--- src/rtl/dcache_pkg.sv ---
// -----------------------------------------------------------------------------
// dcache_pkg: shared definitions for the direct-mapped write-back data cache.
//   - state_e           : refill/writeback controller states
//   - *_DEF constants   : default address split (8-bit address, 8 blocks, 4 B/blk)
//   - tag_width()/blk_width(): derived tag and block widths
// Optional build macro used by the cache top: DCACHE_STATS_EN.
// -----------------------------------------------------------------------------
package dcache_pkg;

  localparam int ADDR_W_DEF   = 32'd8;
  localparam int INDEX_W_DEF  = 32'd3;
  localparam int OFFSET_W_DEF = 32'd2;

  typedef enum logic [1:0] {
    IDLE       = 2'd0,
    WRITE_BACK = 2'd1,
    MEM_FETCH  = 2'd2,
    UPDATE     = 2'd3
  } state_e;

  function automatic int tag_width(input int addr_w, input int index_w, input int offset_w);
    return addr_w - index_w - offset_w;
  endfunction

  function automatic int blk_width(input int offset_w);
    return 32'd8 << offset_w;
  endfunction

  localparam int TAG_W_DEF = tag_width(ADDR_W_DEF, INDEX_W_DEF, OFFSET_W_DEF);
  localparam int BLK_W_DEF = blk_width(OFFSET_W_DEF);

endpackage

--- src/rtl/dcache_fsm.sv ---
// -----------------------------------------------------------------------------
// dcache_fsm: miss controller of the data cache. Holds the state register,
// decides IDLE -> WRITE_BACK/MEM_FETCH -> UPDATE -> IDLE, drives the registered
// memory-side request and captures the returned block for the array update.
// Ports:
//   clk_i, rst_i          clock, synchronous active-high reset
//   req_i, hit_i         CPU request present / current access hits
//   victim_dirty_i       indexed block is valid and dirty
//   req_tag_i, index_i   tag/index of the CPU address
//   victim_tag_i/blk_i   stored tag and data of the indexed block
//   mem_busywait_i       memory busy; request held until low
//   mem_readdata_i       block returned by memory
//   busy_o               controller not idle
//   update_o             UPDATE cycle: write fill_blk_o into the arrays
//   miss_start_o         IDLE -> miss transition this cycle
//   mem_*_o              memory request (registered)
// -----------------------------------------------------------------------------
module dcache_fsm
  import dcache_pkg::*;
#(
  parameter  int ADDR_W   = ADDR_W_DEF,
  parameter  int INDEX_W  = INDEX_W_DEF,
  parameter  int OFFSET_W = OFFSET_W_DEF,
  localparam int TAG_W    = tag_width(ADDR_W, INDEX_W, OFFSET_W),
  localparam int BLK_W    = blk_width(OFFSET_W)
) (
  input  logic                   clk_i,
  input  logic                   rst_i,
  input  logic                   req_i,
  input  logic                   hit_i,
  input  logic                   victim_dirty_i,
  input  logic [TAG_W-1:0]       req_tag_i,
  input  logic [TAG_W-1:0]       victim_tag_i,
  input  logic [INDEX_W-1:0]     index_i,
  input  logic [BLK_W-1:0]       victim_blk_i,
  input  logic                   mem_busywait_i,
  input  logic [BLK_W-1:0]       mem_readdata_i,
  output logic                   busy_o,
  output logic                   update_o,
  output logic                   miss_start_o,
  output logic [BLK_W-1:0]       fill_blk_o,
  output logic                   mem_read_o,
  output logic                   mem_write_o,
  output logic [ADDR_W-OFFSET_W-1:0] mem_address_o,
  output logic [BLK_W-1:0]       mem_writedata_o
);

  state_e                      state_q, state_d;
  logic                        mem_read_q, mem_read_d;
  logic                        mem_write_q, mem_write_d;
  logic [ADDR_W-OFFSET_W-1:0]  mem_addr_q, mem_addr_d;
  logic [BLK_W-1:0]            mem_wdata_q, mem_wdata_d;
  logic [BLK_W-1:0]            fill_q;

  // Next-state decision and miss-start strobe.
  always_comb begin
    state_d      = state_q;
    miss_start_o = 1'b0;
    case (state_q)
      IDLE: begin
        if (req_i && !hit_i) begin
          miss_start_o = 1'b1;
          if (victim_dirty_i) begin
            state_d = WRITE_BACK;
          end else begin
            state_d = MEM_FETCH;
          end
        end else begin
          state_d = IDLE;
        end
      end
      WRITE_BACK: begin
        if (!mem_busywait_i) begin
          state_d = MEM_FETCH;
        end else begin
          state_d = WRITE_BACK;
        end
      end
      MEM_FETCH: begin
        if (!mem_busywait_i) begin
          state_d = UPDATE;
        end else begin
          state_d = MEM_FETCH;
        end
      end
      UPDATE:  state_d = IDLE;
      default: state_d = IDLE;
    endcase
  end

  // Memory request for the state being entered, so the outputs come from flops.
  // The victim address/data are stable while stalled, so sampling them on
  // entry is equivalent to driving them throughout WRITE_BACK.
  always_comb begin
    mem_read_d  = 1'b0;
    mem_write_d = 1'b0;
    mem_addr_d  = '0;
    mem_wdata_d = '0;
    case (state_d)
      WRITE_BACK: begin
        mem_write_d = 1'b1;
        mem_addr_d  = {victim_tag_i, index_i};
        mem_wdata_d = victim_blk_i;
      end
      MEM_FETCH: begin
        mem_read_d = 1'b1;
        mem_addr_d = {req_tag_i, index_i};
      end
      default: begin
        mem_read_d  = 1'b0;
        mem_write_d = 1'b0;
      end
    endcase
  end

  // State register, registered memory request and fill-block capture.
  always_ff @(posedge clk_i) begin
    if (rst_i) begin
      state_q     <= IDLE;
      mem_read_q  <= 1'b0;
      mem_write_q <= 1'b0;
      mem_addr_q  <= '0;
      mem_wdata_q <= '0;
      fill_q      <= '0;
    end else begin
      state_q     <= state_d;
      mem_read_q  <= mem_read_d;
      mem_write_q <= mem_write_d;
      mem_addr_q  <= mem_addr_d;
      mem_wdata_q <= mem_wdata_d;
      if (state_q == MEM_FETCH && !mem_busywait_i) begin
        fill_q <= mem_readdata_i;
      end else begin
        fill_q <= fill_q;
      end
    end
  end

  assign busy_o          = (state_q != IDLE);
  assign update_o        = (state_q == UPDATE);
  assign fill_blk_o      = fill_q;
  assign mem_read_o      = mem_read_q;
  assign mem_write_o     = mem_write_q;
  assign mem_address_o   = mem_addr_q;
  assign mem_writedata_o = mem_wdata_q;

endmodule

--- src/rtl/dcache_ctrl.sv ---
// -----------------------------------------------------------------------------
// dcache_ctrl: direct-mapped, write-back, write-allocate data cache between the
// CPU datapath and a block-wide data memory.
// Ports:
//   CLK, RESET              clock, synchronous active-high reset
//   READ, WRITE             CPU load/store request (both high = store)
//   ADDRESS, WRITEDATA      byte address and store byte
//   READDATA                load byte (valid on a read hit)
//   BUSYWAIT                CPU stall
//   MEM_READ/MEM_WRITE      block request to memory
//   MEM_ADDRESS             block address {tag,index}
//   MEM_WRITEDATA           block written back
//   MEM_READDATA            block returned by memory
//   MEM_BUSYWAIT            memory busy
//   ACCESS_COUNT/MISS_COUNT saturating statistics, only with DCACHE_STATS_EN
// Build macro: DCACHE_STATS_EN adds the statistics counters and ports.
// -----------------------------------------------------------------------------
module dcache_ctrl
  import dcache_pkg::*;
#(
  parameter  int ADDR_W   = ADDR_W_DEF,
  parameter  int INDEX_W  = INDEX_W_DEF,
  parameter  int OFFSET_W = OFFSET_W_DEF,
  localparam int TAG_W    = tag_width(ADDR_W, INDEX_W, OFFSET_W),
  localparam int BLK_W    = blk_width(OFFSET_W)
) (
  input  logic                       CLK,
  input  logic                       RESET,
  input  logic                       READ,
  input  logic                       WRITE,
  input  logic [ADDR_W-1:0]          ADDRESS,
  input  logic [7:0]                 WRITEDATA,
  output logic [7:0]                 READDATA,
  output logic                       BUSYWAIT,
  output logic                       MEM_READ,
  output logic                       MEM_WRITE,
  output logic [ADDR_W-OFFSET_W-1:0] MEM_ADDRESS,
  output logic [BLK_W-1:0]           MEM_WRITEDATA,
  input  logic [BLK_W-1:0]           MEM_READDATA,
  input  logic                       MEM_BUSYWAIT
`ifdef DCACHE_STATS_EN
  ,
  output logic [15:0]                ACCESS_COUNT,
  output logic [15:0]                MISS_COUNT
`endif
);

  localparam int NBLK = 1 << INDEX_W;

  logic [BLK_W-1:0]    data_q [NBLK];
  logic [TAG_W-1:0]    tag_q  [NBLK];
  logic [NBLK-1:0]     valid_q;
  logic [NBLK-1:0]     dirty_q;

  logic [TAG_W-1:0]    tag_s;
  logic [INDEX_W-1:0]  index_s;
  logic [OFFSET_W-1:0] offset_s;
  logic [BLK_W-1:0]    blk_s;
  logic [BLK_W-1:0]    fill_s;
  logic                req_s, hit_s, busy_s, update_s, miss_start_s;
  logic                wr_hit_s, busywait_s;

  assign tag_s    = ADDRESS[ADDR_W-1 -: TAG_W];
  assign index_s  = ADDRESS[OFFSET_W +: INDEX_W];
  assign offset_s = ADDRESS[OFFSET_W-1:0];
  assign blk_s    = data_q[index_s];

  assign req_s      = READ | WRITE;
  assign hit_s      = valid_q[index_s] & (tag_q[index_s] == tag_s);
  assign busywait_s = (req_s & ~hit_s) | busy_s;
  // A hit can only be committed while the controller is idle.
  assign wr_hit_s   = WRITE & hit_s & ~busy_s;

  assign READDATA = blk_s[{offset_s, 3'b000} +: 8];
  assign BUSYWAIT = busywait_s;

  dcache_fsm #(
    .ADDR_W   (ADDR_W),
    .INDEX_W  (INDEX_W),
    .OFFSET_W (OFFSET_W)
  ) u_fsm (
    .clk_i           (CLK),
    .rst_i           (RESET),
    .req_i           (req_s),
    .hit_i           (hit_s),
    .victim_dirty_i  (valid_q[index_s] & dirty_q[index_s]),
    .req_tag_i       (tag_s),
    .victim_tag_i    (tag_q[index_s]),
    .index_i         (index_s),
    .victim_blk_i    (blk_s),
    .mem_busywait_i  (MEM_BUSYWAIT),
    .mem_readdata_i  (MEM_READDATA),
    .busy_o          (busy_s),
    .update_o        (update_s),
    .miss_start_o    (miss_start_s),
    .fill_blk_o      (fill_s),
    .mem_read_o      (MEM_READ),
    .mem_write_o     (MEM_WRITE),
    .mem_address_o   (MEM_ADDRESS),
    .mem_writedata_o (MEM_WRITEDATA)
  );

  // Valid/dirty status: cleared by reset, set by refill and by write hits.
  always_ff @(posedge CLK) begin
    if (RESET) begin
      valid_q <= '0;
      dirty_q <= '0;
    end else if (update_s) begin
      valid_q[index_s] <= 1'b1;
      dirty_q[index_s] <= 1'b0;
    end else if (wr_hit_s) begin
      dirty_q[index_s] <= 1'b1;
    end else begin
      valid_q <= valid_q;
      dirty_q <= dirty_q;
    end
  end

  // Data and tag arrays: not reset, validity is tracked by valid_q.
  always_ff @(posedge CLK) begin
    if (update_s) begin
      data_q[index_s] <= fill_s;
      tag_q[index_s]  <= tag_s;
    end else if (wr_hit_s) begin
      data_q[index_s][{offset_s, 3'b000} +: 8] <= WRITEDATA;
    end else begin
      tag_q[index_s] <= tag_q[index_s];
    end
  end

`ifdef DCACHE_STATS_EN
  logic [15:0] access_cnt_q;
  logic [15:0] miss_cnt_q;

  // Saturating access and miss statistics.
  always_ff @(posedge CLK) begin
    if (RESET) begin
      access_cnt_q <= 16'd0;
      miss_cnt_q   <= 16'd0;
    end else begin
      if (req_s && !busywait_s && access_cnt_q != 16'hFFFF) begin
        access_cnt_q <= access_cnt_q + 16'd1;
      end else begin
        access_cnt_q <= access_cnt_q;
      end
      if (miss_start_s && miss_cnt_q != 16'hFFFF) begin
        miss_cnt_q <= miss_cnt_q + 16'd1;
      end else begin
        miss_cnt_q <= miss_cnt_q;
      end
    end
  end

  assign ACCESS_COUNT = access_cnt_q;
  assign MISS_COUNT   = miss_cnt_q;
`endif

endmodule
--- config.mk ---
export PLATFORM = sky130hd
export DESIGN_NAME = dcache_ctrl
export DESIGN_NICKNAME = d
export VERILOG_FILES = /design/src/rtl/dcache_pkg.sv /design/src/rtl/dcache_fsm.sv /design/src/rtl/dcache_ctrl.sv
export SDC_FILE = /design/constraint.sdc
export NUM_CORES = 1
export LEC_CHECK = 0
export ABC_AREA = 1
export CAP_MARGIN = 20
export CORE_AREA = 8 8 178 307
export CTS_BUF_LIST = sky130_fd_sc_hd__clkbuf_4 sky130_fd_sc_hd__clkbuf_8
export DETAILED_ROUTE_END_ITERATION = 7
export DIE_AREA = 0 0 186 315
export SLEW_MARGIN = 20
export SYNTH_ARGS = -nofsm -noshare
export SYNTH_HDL_FRONTEND = slang
export SYNTH_HIERARCHICAL = 1
export SYNTH_SLANG_ARGS = --single-unit
export TNS_END_PERCENT = 5
--- constraint.sdc ---
create_clock -name CLK -period 3.65 [get_ports CLK]
set_clock_uncertainty 0.15 [all_clocks]
set_input_delay 0.5475 -clock CLK [delete_from_list [all_inputs] [get_ports CLK]]
set_output_delay 0.5475 -clock CLK [all_outputs]
set_load 0.02 [all_outputs]
# After elaboration in Yosys (flattened, before gate mapping)
# Memories as Yosys holds them, arrays and structs flattened.
# Cells that the tools add are included.
dict set report classes {
  n_lt_le_gt_ge 2
  mux 57
  n_eq_ne 6
  addsub 1
  n_shift 3
  n_reduce_logical 9
  bitwise 47
}
# operator count
set ops {}
lappend ops {{$mux W1} 45}
lappend ops {{$or A1 B1 Y1} 35}
lappend ops {{$mux W32} 1}
lappend ops {{$shift A8 B7 Y32 const A} 1}
lappend ops {{$shiftx A32 B6 Y8} 1}
lappend ops {{$shiftx A8 B7 Y32} 1}
lappend ops {{$mux W8} 2}
lappend ops {{$or A8 B8 Y8} 2}
lappend ops {{$pmux W6 S2} 1}
lappend ops {{$and A8 B8 Y8} 1}
lappend ops {{$not A8 Y8} 1}
lappend ops {{$pmux W2 S4} 1}
lappend ops {{$neg A5 Y7} 1}
lappend ops {{$bmux W1 S3} 2}
lappend ops {{$eq A2 B2 Y1 const B} 3}
lappend ops {{$mux W2} 3}
lappend ops {{$and A1 B1 Y1} 5}
lappend ops {{$eq A2 B1 Y1 const B} 2}
lappend ops {{$lt A3 B4 Y1 const B} 1}
lappend ops {{$reduce_bool A2 Y1} 2}
lappend ops {{$demux W1 S3} 1}
lappend ops {{$eq A3 B3 Y1} 1}
lappend ops {{$ge A3 B1 Y1 const B} 1}
lappend ops {{$logic_and A1 B1 Y1} 3}
lappend ops {{5 further kinds} 8}
dict set report word_totals {
  mem_bits_rw 280
  output_inout_bits 49
  wordCells 135
  memories 2
  regBits 90
}
# memory words width read_ports rd_clocked_by_memory_dff write_ports line
set mem_list {}
lappend mem_list {data_q 8 32 1 0 1 dcache_ctrl.sv:50} ;# logic [BLK_W-1:0] data_q [NBLK];
lappend mem_list {tag_q 8 3 1 0 1 dcache_ctrl.sv:51} ;# logic [TAG_W-1:0] tag_q [NBLK];

# Depth between registers and ports, before layout
# Gate-level depths: netlist of run 1.
dict set report depth {
  depth_word 10
  ltp_mapped 22
  depth_no_buf 19
}

# Cells and area by module
# Netlist of run 1, hierarchy kept.
# mod instances seq_area_each_um2 cells_per_inst area_each_um2
set by_module_without_submodules {}
lappend by_module_without_submodules {dcache_ctrl 1 8728.4 1174 12853.6}
lappend by_module_without_submodules {dcache_fsm 1 1481.4 305 2566.2}

# Worst setup path before layout of run 1
# Ideal clock, no wire load.
dict set report synth_timing {
  kind {input port to flip-flop}
  start {in ADDRESS[2]}
  end {reg u_fsm.mem_addr_q[0], in the netlist u_fsm/mem_address_o[0]}
  slack_ns 0.608
  setup_ns 0.080
  arrival_ns 2.812
  path_buffers 4
  cell_stages 17
  path_cell_list {buf_4 buf_2 nor2_1 buf_2 inv_1 o22ai_1 o41ai_1 inv_1 inv_1 nand2_1 nand2_1 nand2_1 inv_1 ha_1 or2_1 buf_6 nor3b_1}
}
dict set report synth_between {
  elab_chain_cells 9
  elab_cells_between_ends 16
  cone_classes {3 x eq/ne; 8 x mux; 2 x bitwise; 2 x reduce/logical; 1 x memory}
}
# item line
set synth_lines {}
lappend synth_lines {{from (decl)} dcache_ctrl.sv:31} ;# input logic [ADDR_W-1:0] ADDRESS,
lappend synth_lines {{$mem_v2 Z8 W3 / $bmux W1 S3 (equally long branches)} n/a}
lappend synth_lines {{$eq A3 B3 Y1 / $mux W1 (equally long branches)} {dcache_ctrl.sv:69, dcache_ctrl.sv:86}}
lappend synth_lines {{$and A1 B1 Y1} dcache_ctrl.sv:69} ;# assign hit_s = valid_q[index_s] & (tag_q[index_s] == tag_s);
lappend synth_lines {{$logic_not A1 Y1} dcache_fsm.sv:61} ;# if (req_i && !hit_i) begin
lappend synth_lines {{$logic_and A1 B1 Y1} dcache_fsm.sv:61}
lappend synth_lines {{$mux W2 (*)} dcache_fsm.sv:61}
lappend synth_lines {{$pmux W2 S4 (*)} dcache_fsm.sv:59} ;# case (state_q)
lappend synth_lines {{named net u_fsm.state_d[1]} dcache_fsm.sv:48} ;# state_e state_q, state_d;
lappend synth_lines {{$eq A2 B2 Y1 / $eq A2 B1 Y1 (equally long branches)} dcache_fsm.sv:99} ;# case (state_d)
lappend synth_lines {{$pmux W6 S2 (*)} dcache_fsm.sv:99}
lappend synth_lines {{to (signal assigned)} dcache_fsm.sv:129} ;# mem_addr_q <= mem_addr_d;
lappend synth_lines {{to (decl)} dcache_fsm.sv:51} ;# logic [ADDR_W-OFFSET_W-1:0] mem_addr_q, mem_addr_d;
# The timed path passes the listed nets; every way through them passes the cells marked *. The select of a mux whose other input is x is not followed.
# A chain may end at the register's enable or synchronous reset.

# Final worst setup path of run 1
dict set report layout_timing {
  start {in ADDRESS[4]}
  end {out READDATA[7]}
}
dict set report layout_between {
  elab_chain_cells 2
}
# item line
set layout_lines {}
lappend layout_lines {{$mem_v2 Z8 W32} n/a}
lappend layout_lines {{$shiftx A32 B6 Y8} dcache_ctrl.sv:74} ;# assign READDATA = blk_s[{offset_s, 3'b000} +: 8];
lappend layout_lines {{to (decl)} dcache_ctrl.sv:33} ;# output logic [7:0] READDATA,
# Every way passes these cells.

==> results of run 1 <==
==> sequential cells by signal, summed over array words and instances (netlist names), named ones only <==
register and cells:
valid_q 8, u_fsm/mem_address_o 6, u_fsm/mem_writedata_o 32, u_fsm/mem_write_o 1, data_q 256, u_fsm/mem_read_o 1, tag_q 24, u_fsm/state_q 2
u_fsm/fill_blk_o 32
==> critical path: cells and delay by family <==
| family | cells | cell delay [ns] |
|---|---|---|
| simple gates | 5 | 0.34 |
| compound gates | 3 | 0.40 |
| buf+inv | 9 | 1.64 |
==> cell usage in the layout (no fill, tap or decap), drive strengths merged, types with 4 or more instances in the layout <==
cell / n
buf: 217
and3: 5
ha: 8
o211ai: 11
a21oi: 48
nor2: 134
bufinv: 5
edfxtp: 280
o21ai: 18
dlygate4sd2: 4
inv: 174
clkinv: 21
a22o: 14
nand2: 434
nand4: 52
or2: 4
clkbuf: 71
o22ai: 5
a211oi: 9
clkdlybuf4s50: 91
dfxtp: 90
a22oi: 10
a221oi: 26
nor3: 7
nand3: 67
==> report_power, final <==
group / switching [W] / internal (W) / total, W
Clock: 0.00165 / 0.00196 / 0.00361
Sequential: 0.0000218 / 0.00458 / 0.00460
Combinational: 0.000514 / 0.000340 / 0.000855
Total: 0.00218 / 0.00688 / 0.00906
==> area by class of cell <==
class	instances	area share [%]
sequential	370	50.4
antenna	1	0.0124
multi-input combinational	866	20.9
inverter	173	3.22
clock inverter	30	1.42
tap	666	4.12
timing repair buffer	314	15.5
clock buffer	69	4.38
==> worst max path at each step <==
stage                           from                                end  depth (start not counted)
final                     ADDRESS[4]                        READDATA[7]                         17
after detailed placement  ADDRESS[3]                        READDATA[4]                         14
after global placement    ADDRESS[3]                        READDATA[4]                         14
after CTS                 ADDRESS[4]                        READDATA[7]                         17
after global routing      ADDRESS[4]                        READDATA[7]                         17
after floorplan           ADDRESS[2]  u_fsm/mem_address_o[0]$_SDFF_PP0_                         17
==> metrics by stage <==
step	utilization [%]	worst slack (ns)	TNS, ns
after global routing	40.3	-0.133	-0.303
after global placement	37.8	-0.432	-20.23
after detailed placement	37.8	-0.460	-41.27
after floorplan	-	0.608	0
after CTS	40.2	-0.127	-0.148
final	40.3	0.0102	0
==> what timing repair did <==
action,in CTS,in global routing
buffers inserted,1,3
setup endpoints to repair,9,8
hold buffers,0,0
gates resized for setup,18,18
pin swaps,3,6
==> per-layer routing <==
metal  global-route usage [%]  up-vias  share of wire [%]
met5                        0        -                  0
met4                     11.2        0                7.2
met3                     2.43      150                5.9
met2                     28.6      461                 51
met1                     17.1     5610                 36
li1                         -     5604                  -
==> metrics, run 1 <==
status finished, final reports clean; Die H 315 um; Pleak 8.43 nW; Placed Instance Area 19000 um^2; crit-path cells clkdlybuf4s50_1 -> buf_6 -> nor2_4 -> nand2_1 -> inv_2 -> buf_8 -> buf_4 -> nand2_1 -> nand2_1 -> a211oi_2 -> buf_4 -> nand3_1 -> buf_4 -> o211ai_1 -> buf_4 -> o21ai_0 -> buf_4; fin nets 1839; Clock Latency Late Sink 0.62 ns; Post-Synthesis Cell Area 15400 um^2; htree depth 2; fin. max-slew vios 0; vias per inst 4.75; Mapped Nets 1539; min-delay worst type reg2reg; Crit path arrival time 2.94 ns; initial core utilization 30.7%; post-route cell area 20200 um^2; register area 10200 um^2; worst-case clock buffer depth 3; RSZ-0062 raised after global routing true; RD Place Congestion 0.924; CP max FO 13; slowest CP cell clkdlybuf4s50_1; Worst R2R End u_fsm/mem_address_o[1]$_SDFF_PP0_; die area 58600 um^2; FF-to-FF path depth 17; Final HPWL DP 35300 um; final period utilization 99.7%; port bufs 101; slew at the pin closest to its max-slew limit 0.820 ns; Worst path max stage delay 0.47 ns; via count 11800; Data required, critical path 2.95 ns; final hold violations 0; drt first pass iters 5; Worst VDD drop 0.231 mV; Min Hold Slack 0.304 ns; first-pass GRT wire length 70700 um; Pwr Total 0.00906 W; Placed Cells 2385; drt wl/cell 18.9 um; layout cells sized above 1 19.5%; CTS tree built; pwr/cell area 447 nW/um^2; TritonCTS Sinks 370; core area 50200 um^2; Most Frequent Cell on Critical Path buf_4; vias in the first global route 12100; die width 186 um; Rel. slew slack 45.3%; Setup Viol. Count Final 0; clock tree root driver cell clkbuf_8; max_cap viols 0; Max Freq 275 MHz; Setup CP Type in2out; FILL cells 4869; total wire length 47100 um; Period minus WS final 3.64 ns; GRT Total Usage 16.1%; total I/O pin count 102; RR Startpoint tag_q[6][2]$_DFFE_PP_; Area growth syn-to-layout 31.4%; CTS buffer count 53; ANT nets after route 0; Non-Filler Instances 2489; yosys warns 6; initial drt markers 951; Residual DRC 0; r2r setup slk 0.97 ns; initial antenna violation count 1; area of the multi-input gates 4240 um^2; grt ovf 0; CP startpoint kind input port; CP Capture Type output port; Syn Area/Cell 10.4 um^2; Row Count 109; cells after synthesis 1478; pin count of the biggest net entering global routing 34; Hold Path Cell Cnt 2; clock transition at the registers of the reported paths 0.06 ns
(Power assumes the default switching activity.)
==> run 2: changes to the inputs <==
--- a/config.mk
+++ b/config.mk
@@ -8,9 +8,10 @@
 export ABC_AREA = 1
 export CAP_MARGIN = 20
 export CORE_AREA = 8 8 178 307
-export CTS_BUF_LIST = sky130_fd_sc_hd__clkbuf_4 sky130_fd_sc_hd__clkbuf_8
 export DETAILED_ROUTE_END_ITERATION = 7
 export DIE_AREA = 0 0 186 315
+export GPL_ROUTABILITY_DRIVEN = 0
+export PLACE_DENSITY = 0.54
 export SLEW_MARGIN = 20
 export SYNTH_ARGS = -nofsm -noshare
 export SYNTH_HDL_FRONTEND = slang
==> metrics, run 2 (synthesis results as in run 1) <==
grt ovf 0 (unchanged); final setup margin -0.0271 ns (-0.0373 ns); register area 10200 um^2 (unchanged); CP Capture Type output port; max_cap viols 0 (unchanged); drt first pass iters 5 (unchanged); vias in the first global route 11700 (-3.8%); clock transition at the registers of the reported paths 0.06 ns (about the same); CP startpoint kind input port; via count 11600 (-1.8%); CTS tree built; Period minus WS final 3.68 ns (+0.0373 ns); worst-case clock buffer depth 3 (unchanged); fin nets 1844 (+0.27%); Die H 315 um (unchanged); final period utilization 101% (+1.0 points); Pleak 8.53 nW (+1.2%); Setup Viol. Count Final 1 (+1); initial drt markers 727 (-24%); layout cells sized above 1 19.2% (-0.28 points); final design utilization 40.9% (+0.54 points); Data required, critical path 2.95 ns (about the same); most common cell after layout, fill and taps aside nand2_1; die area 58600 um^2 (unchanged); Residual DRC 0 (unchanged); status finished with violations; area of the multi-input gates 4290 um^2 (+1.1%); Row Count 109 (unchanged); Crit path arrival time 2.98 ns (+0.04 ns); ANT nets after route 0 (unchanged); vias per inst 4.70 (-1.1%); die width 186 um (unchanged); Rel. slew slack 46.2% (+0.87 points); GRT Total Usage 16.1% (-0.025 points); Largest register FFs 256 (unchanged); htree depth 2 (unchanged); Area growth syn-to-layout 33.1%; fin. max-slew vios 0 (unchanged); total I/O pin count 102 (unchanged); core area 50200 um^2 (unchanged); hold_buf cts 0 (unchanged); Clock Latency Late Sink 0.54 ns (-0.08 ns); clock tree root driver cell clkbuf_16; initial antenna violation count 0 (-1); final hold violations 0 (unchanged); CP max FO 17 (+4); commonest non-fill, non-tap cells in the layout nand2_1 (425), edfxtp_1 (280), buf_4 (188); initial core utilization 30.7% (unchanged); pwr/cell area 450 nW/um^2 (+0.47%); port bufs 101 (unchanged); Min Hold Slack 0.197 ns (-0.106 ns); drt wl/cell 19.1 um (+1.1%); TritonCTS Sinks 370 (unchanged); FILL cells 4933 (+1.3%); diode count 0 (-1); min-delay worst type in2reg; failing checks negative setup slack; Reg with most FFs data_q; total wire length 47300 um (+0.44%); Placement Setup Slack -0.782 ns (-0.322 ns); Final HPWL DP 36400 um (+3.1%); first-pass GRT wire length 70100 um (-0.85%); Worst VDD drop 0.373 mV (+61%); CTS buffer count 35 (-34%); Pwr Total 0.00922 W (+1.8%); Max Freq 272 MHz (-1.0%); Setup CP Type in2out; slew at the pin closest to its max-slew limit 0.807 ns (-0.0131 ns); pin count of the biggest net entering global routing 35 (+2.9%)
run 2: layout make-up:
cell class / count / share of cell area (%)
Tap cell: 666 / 4.06
Sequential cell: 370 / 49.8
Inverter: 173 / 3.18
Clock inverter: 15 / 0.896
Timing Repair Buffer: 337 / 16.5
Multi-Input combinational cell: 866 / 20.9
Clock buffer: 46 / 4.73
run 2: worst paths after layout:
check / from / to / slack [ns] / depth (start not counted)
max: ADDRESS[2] / READDATA[7] / -0.03 / 11
min: ADDRESS[4] / u_fsm/mem_address_o[2]$_SDFF_PP0_ / 0.20 / 3
max reg2reg: tag_q[6][2]$_DFFE_PP_ / data_q[7][14]$_DFFE_PP_ / 1.06 / 13
min reg2reg: valid_q[6]$_SDFFE_PP0P_ / valid_q[6]$_SDFFE_PP0P_ / 0.31 / 2
run 2: what timing repair did:
item | CTS | global route
resized for setup | 26 | 18
endpoints found under the setup margin | 9 | 7
buffers inserted | 0 | 4
pin swaps | 7 | 9
run 2: metal layers:
| layer | GRT usage, % | vias up | routed length, um | share of wire, % |
|---|---|---|---|---|
| li1 | - | 5597 | - | - |
| met1 | 16.7 | 5578 | 17200 | 36 |
| met2 | 29.8 | 330 | 25000 | 53 |
| met3 | 2.09 | 109 | 2110 | 4.5 |
| met4 | 9.96 | 0 | 2980 | 6.3 |
| met5 | 0 | - | 0 | 0 |
run 2: metrics by stage:
stage               TNS [ns]  area, um^2  cells
global placement      -35.30       19200   2408
finish               -0.0271       20500   2473
CTS                   -0.208       20400   2469
floorplan                  0       15400   1478
detailed placement    -39.75       19200   2408
global route         -0.0117       20500   2473
run 2: report_power, final:
group          total, W  internal, W  switching [W]
Sequential      0.00459      0.00457      0.0000198
Combinational  0.000887     0.000363       0.000524
Clock           0.00374      0.00216        0.00158
run 2: worst max-delay path, stage by stage:
cell	delay, ns
clkdlybuf4s50_1	0.48
buf_6	0.14
buf_12	0.12
nor2_2	0.04
buf_12	0.15
buf_4	0.18
a22oi_2	0.18
nand4_1	0.23
o211ai_1	0.54
o21ai_2	0.16
buf_4	0.20
